### src/rtl/eth_frame_former_mc.sv
// Multi-channel Ethernet frame former: round-robin grant over NUM_CH payload
// streams, 20-byte header, zero pad to the minimum frame size, AXI4-Stream out.
module eth_frame_former_mc #(
  parameter int NUM_CH          = 2,
  parameter int DATA_BYTES      = 4,
  parameter int MIN_FRAME_BYTES = 60,
  parameter int CNT_W           = 32
) (
  input  logic                           ACLK,
  input  logic                           ARESETN,
  input  logic [47:0]                    Destination_Address,
  input  logic [47:0]                    Source_Address,
  input  logic [15:0]                    Link_Type,
  input  logic [15:0]                    SyncWord,
  input  logic [13:0]                    Packet_Size,
  input  logic [NUM_CH*DATA_BYTES*8-1:0] s_axis_tdata,
  input  logic [NUM_CH-1:0]              s_axis_tvalid,
  input  logic [NUM_CH-1:0]              s_axis_tlast,
  output logic [NUM_CH-1:0]              s_axis_tready,
  output logic [DATA_BYTES*8-1:0]        m_axis_tdata,
  output logic [DATA_BYTES-1:0]          m_axis_tkeep,
  output logic                           m_axis_tvalid,
  output logic                           m_axis_tlast,
  input  logic                           m_axis_tready,
  output logic                           busy,
  output logic [CNT_W-1:0]               frame_count,
  output logic                           err_short
);
  localparam int DW        = DATA_BYTES * 8;
  localparam int HB        = 20 / DATA_BYTES;
  localparam int MIN_BEATS = MIN_FRAME_BYTES / DATA_BYTES;
  localparam int CH_W      = (NUM_CH > 1) ? $clog2(NUM_CH) : 1;

  typedef enum logic [1:0] {IDLE, HDR, PAY, PAD} state_t;

  state_t           state_q;
  logic [CH_W-1:0]  ptr_q, grant_q, grant_d;
  logic [CH_W:0]    grant_sum, ptr_next;
  logic [159:0]     hdr_q, hdr_d, hdr_be;
  logic [15:0]      beat_q, last_idx_q, pay_last_q;
  logic [15:0]      pay_end, frame_beats;
  logic             ps_zero_q, short_q, err_short_q;
  logic [CNT_W-1:0] frame_count_q;
  logic [NUM_CH-1:0] rot_valid;
  logic             found;
  logic [7:0]       ch_id;
  logic [DW-1:0]    sel_data, hdr_beat;
  logic             sel_valid, sel_last, hs;

  // Rotate valids so index 0 is the pointer; first set bit wins.
  always_comb begin
    rot_valid = NUM_CH'({s_axis_tvalid, s_axis_tvalid} >> ptr_q);
    grant_d   = ptr_q;
    grant_sum = '0;
    found     = 1'b0;
    for (int i = 0; i < NUM_CH; i++) begin
      if (!found && rot_valid[i]) begin
        found     = 1'b1;
        grant_sum = {1'b0, ptr_q} + (CH_W+1)'(i);
        if (grant_sum >= (CH_W+1)'(NUM_CH)) grant_sum = grant_sum - (CH_W+1)'(NUM_CH);
        grant_d   = grant_sum[CH_W-1:0];
      end
    end
    ptr_next = {1'b0, grant_d} + (CH_W+1)'(1);
    if (ptr_next >= (CH_W+1)'(NUM_CH)) ptr_next = '0;
  end

  assign ch_id  = 8'(grant_d);
  assign hdr_be = {Destination_Address, Source_Address, Link_Type, SyncWord,
                   ch_id, 8'h00, 2'b00, Packet_Size};

  // First header byte lands on the lowest lane.
  generate
    for (genvar gi = 0; gi < 20; gi++) begin : g_hdr_bytes
      assign hdr_d[8*gi +: 8] = hdr_be[159-8*gi -: 8];
    end
  endgenerate

  assign pay_end     = 16'(HB) + {2'b00, Packet_Size};
  assign frame_beats = (pay_end > 16'(MIN_BEATS)) ? pay_end : 16'(MIN_BEATS);

  assign sel_data  = DW'(s_axis_tdata >> (32'(grant_q) * DW));
  assign sel_valid = s_axis_tvalid[grant_q];
  assign sel_last  = s_axis_tlast[grant_q];
  assign hdr_beat  = DW'(hdr_q >> (32'(beat_q) * DW));

  always_comb begin
    m_axis_tdata  = '0;
    m_axis_tvalid = 1'b0;
    case (state_q)
      HDR: begin
        m_axis_tdata  = hdr_beat;
        m_axis_tvalid = 1'b1;
      end
      PAY: begin
        m_axis_tvalid = short_q | sel_valid;
        if (!short_q) m_axis_tdata = sel_data;
      end
      PAD:     m_axis_tvalid = 1'b1;
      default: ;
    endcase
  end

  always_comb begin
    s_axis_tready = '0;
    if (state_q == PAY && !short_q) s_axis_tready[grant_q] = m_axis_tready;
  end

  assign hs           = m_axis_tvalid && m_axis_tready;
  assign m_axis_tkeep = {DATA_BYTES{m_axis_tvalid}};
  assign m_axis_tlast = m_axis_tvalid && (beat_q == last_idx_q);
  assign busy         = (state_q != IDLE);
  assign frame_count  = frame_count_q;
  assign err_short    = err_short_q;

  always_ff @(posedge ACLK or negedge ARESETN) begin
    if (!ARESETN) begin
      state_q       <= IDLE;
      ptr_q         <= '0;
      grant_q       <= '0;
      hdr_q         <= '0;
      beat_q        <= '0;
      last_idx_q    <= '0;
      pay_last_q    <= '0;
      ps_zero_q     <= 1'b0;
      short_q       <= 1'b0;
      err_short_q   <= 1'b0;
      frame_count_q <= '0;
    end else begin
      err_short_q <= 1'b0;
      case (state_q)
        IDLE: begin
          if (found) begin
            grant_q    <= grant_d;
            ptr_q      <= ptr_next[CH_W-1:0];
            hdr_q      <= hdr_d;
            beat_q     <= '0;
            last_idx_q <= frame_beats - 16'd1;
            pay_last_q <= pay_end - 16'd1;
            ps_zero_q  <= (Packet_Size == 14'd0);
            short_q    <= 1'b0;
            state_q    <= HDR;
          end
        end
        HDR: begin
          if (hs) begin
            beat_q <= beat_q + 16'd1;
            if (beat_q == last_idx_q) begin
              frame_count_q <= frame_count_q + 1'b1;
              state_q       <= IDLE;
            end else if (beat_q == 16'(HB-1)) begin
              state_q <= ps_zero_q ? PAD : PAY;
            end
          end
        end
        PAY: begin
          if (hs) begin
            beat_q <= beat_q + 16'd1;
            // Producer ended early: stop accepting and zero-fill the rest.
            if (!short_q && sel_last && beat_q != pay_last_q) begin
              short_q     <= 1'b1;
              err_short_q <= 1'b1;
            end
            if (beat_q == last_idx_q) begin
              frame_count_q <= frame_count_q + 1'b1;
              state_q       <= IDLE;
            end else if (beat_q == pay_last_q) begin
              state_q <= PAD;
            end
          end
        end
        PAD: begin
          if (hs) begin
            beat_q <= beat_q + 16'd1;
            if (beat_q == last_idx_q) begin
              frame_count_q <= frame_count_q + 1'b1;
              state_q       <= IDLE;
            end
          end
        end
        default: state_q <= IDLE;
      endcase
    end
  end
endmodule

### config.mk
export PLATFORM = sky130hd
export DESIGN_NAME = eth_frame_former_mc
export DESIGN_NICKNAME = d
export VERILOG_FILES = /design/src/rtl/eth_frame_former_mc.sv
export SDC_FILE = /design/constraint.sdc
export NUM_CORES = 1
export LEC_CHECK = 0
export ABC_AREA = 0
export BUFFER_PORTS_ARGS = -buffer_cell sky130_fd_sc_hd__buf_2
export CORE_MARGIN = 2
export CORE_UTILIZATION = 56
export CTS_BUF_LIST = sky130_fd_sc_hd__clkbuf_4 sky130_fd_sc_hd__clkbuf_8
export DETAILED_ROUTE_END_ITERATION = 12
export PLACE_DENSITY = 0.82
export SYNTH_ARGS = -nofsm -noshare
export SYNTH_HDL_FRONTEND = slang
export SYNTH_SLANG_ARGS = --single-unit
### constraint.sdc
create_clock -name ACLK -period 3 [get_ports ACLK]
set_clock_uncertainty 0.05 [all_clocks]
set_input_delay 0.3 -clock ACLK [delete_from_list [all_inputs] [get_ports ACLK]]
set_output_delay 0.3 -clock ACLK [all_outputs]
set_load 0.05 [all_outputs]
======== Word-level counts from Yosys, hierarchy flattened ========
Cells that the tools add are included.
cells by class
  add/subtract/negate cells ............... 9
  order comparisons ....................... 6
  equality and inequality tests ........... 16
  shifts and indexed selects .............. 3
  mux-type cells .......................... 39
  bitwise logic cells ..................... 2
  reductions and logical operators ........ 20
operators with widths
  cell                     number
  $shr A160 B21 Y32        1
  $pmux W32 S2             1
  $shr A64 B6 Y32          1
  $add A32 B1 Y32 const B  1
  $eq A16 B16 Y1           2
  $mux W16                 2
  $mux W32                 1
  $pmux W16 S2             1
  $sub A15 B1 Y16 const B  2
  $mux W2                  10
  $mux W1                  19
  $add A16 B1 Y16 const B  1
  $eq A16 B3 Y1 const B    1
  $ne A16 B16 Y1           1
  $add A3 B14 Y15 const A  1
  $gt A15 B4 Y1 const B    1
  $mux W15                 1
  $logic_not A14 Y1        1
  $ne A2 B2 Y1 const B     5
  $pmux W2 S4              1
  $logic_and A1 B1 Y1      7
  $reduce_and A7 Y1        1
  $add A1 B1 Y2 const B    2
  $eq A2 B2 Y1 const B     2
  other kinds (22)         29
word-level totals
  bits in registers ....................... 230
  input bits .............................. 213
  output and inout port bits .............. 74
  logic and storage cells ................. 106

======== Logic depth before layout (Yosys ltp) ========
  depth after elaboration ................. 8
  gate-level depth with buffers ........... 15

======== Worst setup path before layout ========
Ideal clock, no wire load.
  path kind ............................... register -> output
  start point ............................. register beat_q[13]
  end point ............................... output m_axis_tdata[0]
  arrival time ............................ 2947 ps
  required time ........................... 2650 ps
  setup slack ............................. -297 ps
  stages on the path, launching flop included .. 9
  buffers on the path ..................... 2
  cells stage by stage .................... dfrtp_1 clkbuf_1 nor4_1 and4_1 nand2_1 nor4b_2 buf_2 o21ai_0 a21boi_0
between the ends
  longest elaborated chain between the ends .. 2
RTL lines
  item                      line  text
  start: declaration        40    logic [15:0] beat_q, last_idx_q, pay_last_q;
  start signal: assignment  147   beat_q <= beat_q + 16'd1;
  start signal: assignment  158   beat_q <= beat_q + 16'd1;
  start signal: assignment  174   beat_q <= beat_q + 16'd1;
  $shr A160 B21 Y32         85    assign hdr_beat = DW'(hdr_q >> (32'(beat_q) * DW));
  $pmux W32 S2              90    case (state_q)
  end: declaration          20    output logic [DATA_BYTES*8-1:0] m_axis_tdata,
Every way passes these cells.

======== Final worst setup path ========
  start point ............................. register beat_q[6]
  end point ............................... output m_axis_tdata[13]
Same word-level chain as after synthesis.

==> results.md <==
* Status: finished with violations
* Failing checks: setup timing
* Crit end category: output pin
* Synthesized net count at around 1600
* Pwr Density at slightly above 900 nW/µm²
* Setup TNS at -0.430 ns
* Starting Density at 57.1%
* # nets final at 2036
* Fmax achieved at approximately 320 MHz
* CTS tree: built
* Boundary Pins at 287
* Synth Instances at about 1400
* Root Driver: clkbuf_8
* Post-synthesis average cell area at ~8.9 µm²
* Max IR drop VDD at roughly 0.77 mV
* FF/Latch Area at between 5000 and 6000 µm²
* FF+latch count, synth at 228
* Die width at 153 µm
* Pre-CTS setup slack at about 0.095 ns
* Sink Count at between 200 and 250
* Core Box Area at between 20000 and 25000 µm²
* Layout cell share with drive strength beyond 1 at between 20% and 30%
* Die Y at roughly 150 µm
* Initial antenna violation count at 2
* Synth area leaders: dfrtp_1, nand2_1, mux4_2, xnor2_1, mux2i_1
* Inst Count DP at roughly 1900
* CP peak stage delay at 0.40 ns
* CP most frequent cell: buf_6
* Slowest cell on the critical path: dfrtp_1
* Fin cells at ~2100
* Routed Antenna Nets at 0
* Top cells by count, synth: nand2_1, dfrtp_1, nor2_1, clkbuf_1, xnor2_1
* Cts bufs inserted at 39
* Largest net degree at the start of global routing at approximately 140
* DRC Markers at 0
* PortBufs at roughly 290
* Yosys top cell area share at between 40% and 50%
* Number of synthesized flops with an enable pin at 0
* Avg WL per Cell at between 20 and 25 µm
* Crit path launch type: flip-flop
* Final max-slew violation count at 0
* RSZ-0062 raised after global routing: true
* Routed wire length at approximately 47 mm
* Final Wtd Congestion at 0.925
* First-pass iteration count of the detailed router at 8
* Netlist cell types at 74
* Post-Syn Area at ~12000 µm²
* Cell with the most instances after synthesis: nand2_1
* Crit path max fanout at 8
* Relative slew margins at a little under half
* Global Route Usage Sum at a little over a third
* Worst path bufs/invs at 4
* Final setup vio count at 14
* Placed Instance Area at 14400 µm²
* Max Cap Viol at 0
* H-Tree Depth at 2
* Multi-input gate area at 6560 µm²
* Crit-path leading delay family: simple AND/OR/NAND/NOR gates
* Total power at approximately 16 mW
* Clock latency on the worst-skew pair at ~0.54 ns
* Min Hold Slack at between 0.02 and 0.025 ns
* Leading area contributor after synthesis: dfrtp_1
* Sequential fraction of the synthesis area at a little under half
* Drt via density at between 6 and 7
* Final Hold Viols at 0
* Min cycle time layout at 3.17 ns
* Vias at about 13000
* Vias in the first global route at 12837
* Aggregate global routing overflow at 0
* Synthesis Warnings at 0
* Final worst-path cycle share at 106%
* Die area at between 20000 and 25000 µm²
* WP data arrival at between 2 and 3 ns
* First-pass GRT wire length at ~70 mm
* Starting DRT DRC Count at around 1300
* Area Growth Syn to Fin at 37.3%
* Worst Tran Pin Value at between 0.8 and 0.9 ns
* Post-route cell area at around 17000 µm²
* Std cell rows at between 50 and 60
* Pleak at approximately 8.4 nW
* Core Util, Final at between 70 and 80%
* CP required at ~2.7 ns
* Setup ws final at -0.165 ns
* Dpl hpwl at about 26 mm
* Clock slew at the register clock pins of the worst setup and hold paths at around 0.060 ns
* Post-synth ARST share at 100%
* Crit Path Class: reg2out
* Post-synth top flop: dfrtp_1
* Critical path, cell by cell: nor4_2, and4_4, nand2_4, buf_6, nor2_4, buf_12, clkbuf_16, a21oi_2, nor2b_1, buf_6
* Max Buffers Root-to-Sink at 3
* Worst Hold Class: in2reg
* Fillers at around 1300
timing repair:
action,4_1_cts,5_1_grt
buffers inserted,5,2
setup endpoints to repair,16,33
gates resized for setup,31,89
cloned,1,3
hold endpoints to repair,224,0
hold buffers,130,0
pin swaps,4,11
power breakdown:
group | total [mW] | leakage, nW | switching [mW] | internal, mW
combinational | 7.82 | 5.06 | 4.83 | 2.99
sequential | 5.12 | 2.89 | 0.883 | 4.24
clock | 3.08 | 0.446 | 1.35 | 1.72
total | 16.0 | 8.40 | 7.06 | 8.95
layout make-up:
cell class | count | share of cell area, %
clock buffers | 58 | 4.23
multi-input cells | 1052 | 38.3
diodes | 3 | 0.0439
well taps | 280 | 2.05
inverters | 15 | 0.329
clock inverters | 11 | 0.651
flip-flops and latches | 228 | 33.4
repair buffers | 476 | 21.0
logic make-up after synthesis:
logic type | share of synthesized area [%]
and+or+nand+nor | 26.7
xor gates and xnor gates | 6.61
DFF | 45.8
adders and majority gates | 1.10
AOI/OAI and AO/OA | 7.19
buffers and inverters | 3.86
muxes | 8.71
placed cells by master, fill, tap and decap left out, types with 11 or more instances in the layout:
cell type	n
o21ai_0	28
nand4_1	29
nor2b_1	23
inv_1	15
dfrtp_1	224
xnor2_1	62
buf_12	14
buf_4	48
clkbuf_4	15
mux2i_1	33
nand3_1	26
buf_2	253
nand2_1	487
clkbuf_8	46
mux4_2	32
nor3_1	20
buf_6	23
ha_1	11
nor2_1	75
dlygate4sd3_1	130
xor2_1	32
a21oi_1	23
state kept, by name, indices dropped and copies added, names as in the netlist:
signal	count
beat_q	16
ps_zero_q	1
ptr_q	1
err_short	1
hdr_q	142
last_idx_q	16
frame_count	32
state_q	2
pay_last_q	16
short_q	1
path summary, 6_finish.rpt:
path                                  startpoint          endpoint  slack (ns)  cells past startpoint
worst max register to register        state_q[1]         hdr_q[98]        0.18                      7
worst min-delay path            s_axis_tvalid[1]             ptr_q        0.02                      2
worst max-delay path                   beat_q[6]  m_axis_tdata[13]       -0.17                     10
max in group asynchronous                ARESETN         beat_q[0]        1.63                      3
worst min register to register   frame_count[31]   frame_count[31]        0.41                      1
min in group asynchronous                ARESETN   frame_count[21]        0.34                      2
routing by layer:
layer  vias to the layer above  global-route usage, %  routed length (µm)  share of wire [%]
met5                         -                      0                   0                  0
met4                         0                   21.0                3370                7.1
met3                       291                   9.19                5120                 11
met2                       985                   59.8               22100                 47
met1                      6014                   43.9               16500                 35
li1                       5535                      -                   -                  -
(Power assumes the default switching activity.)
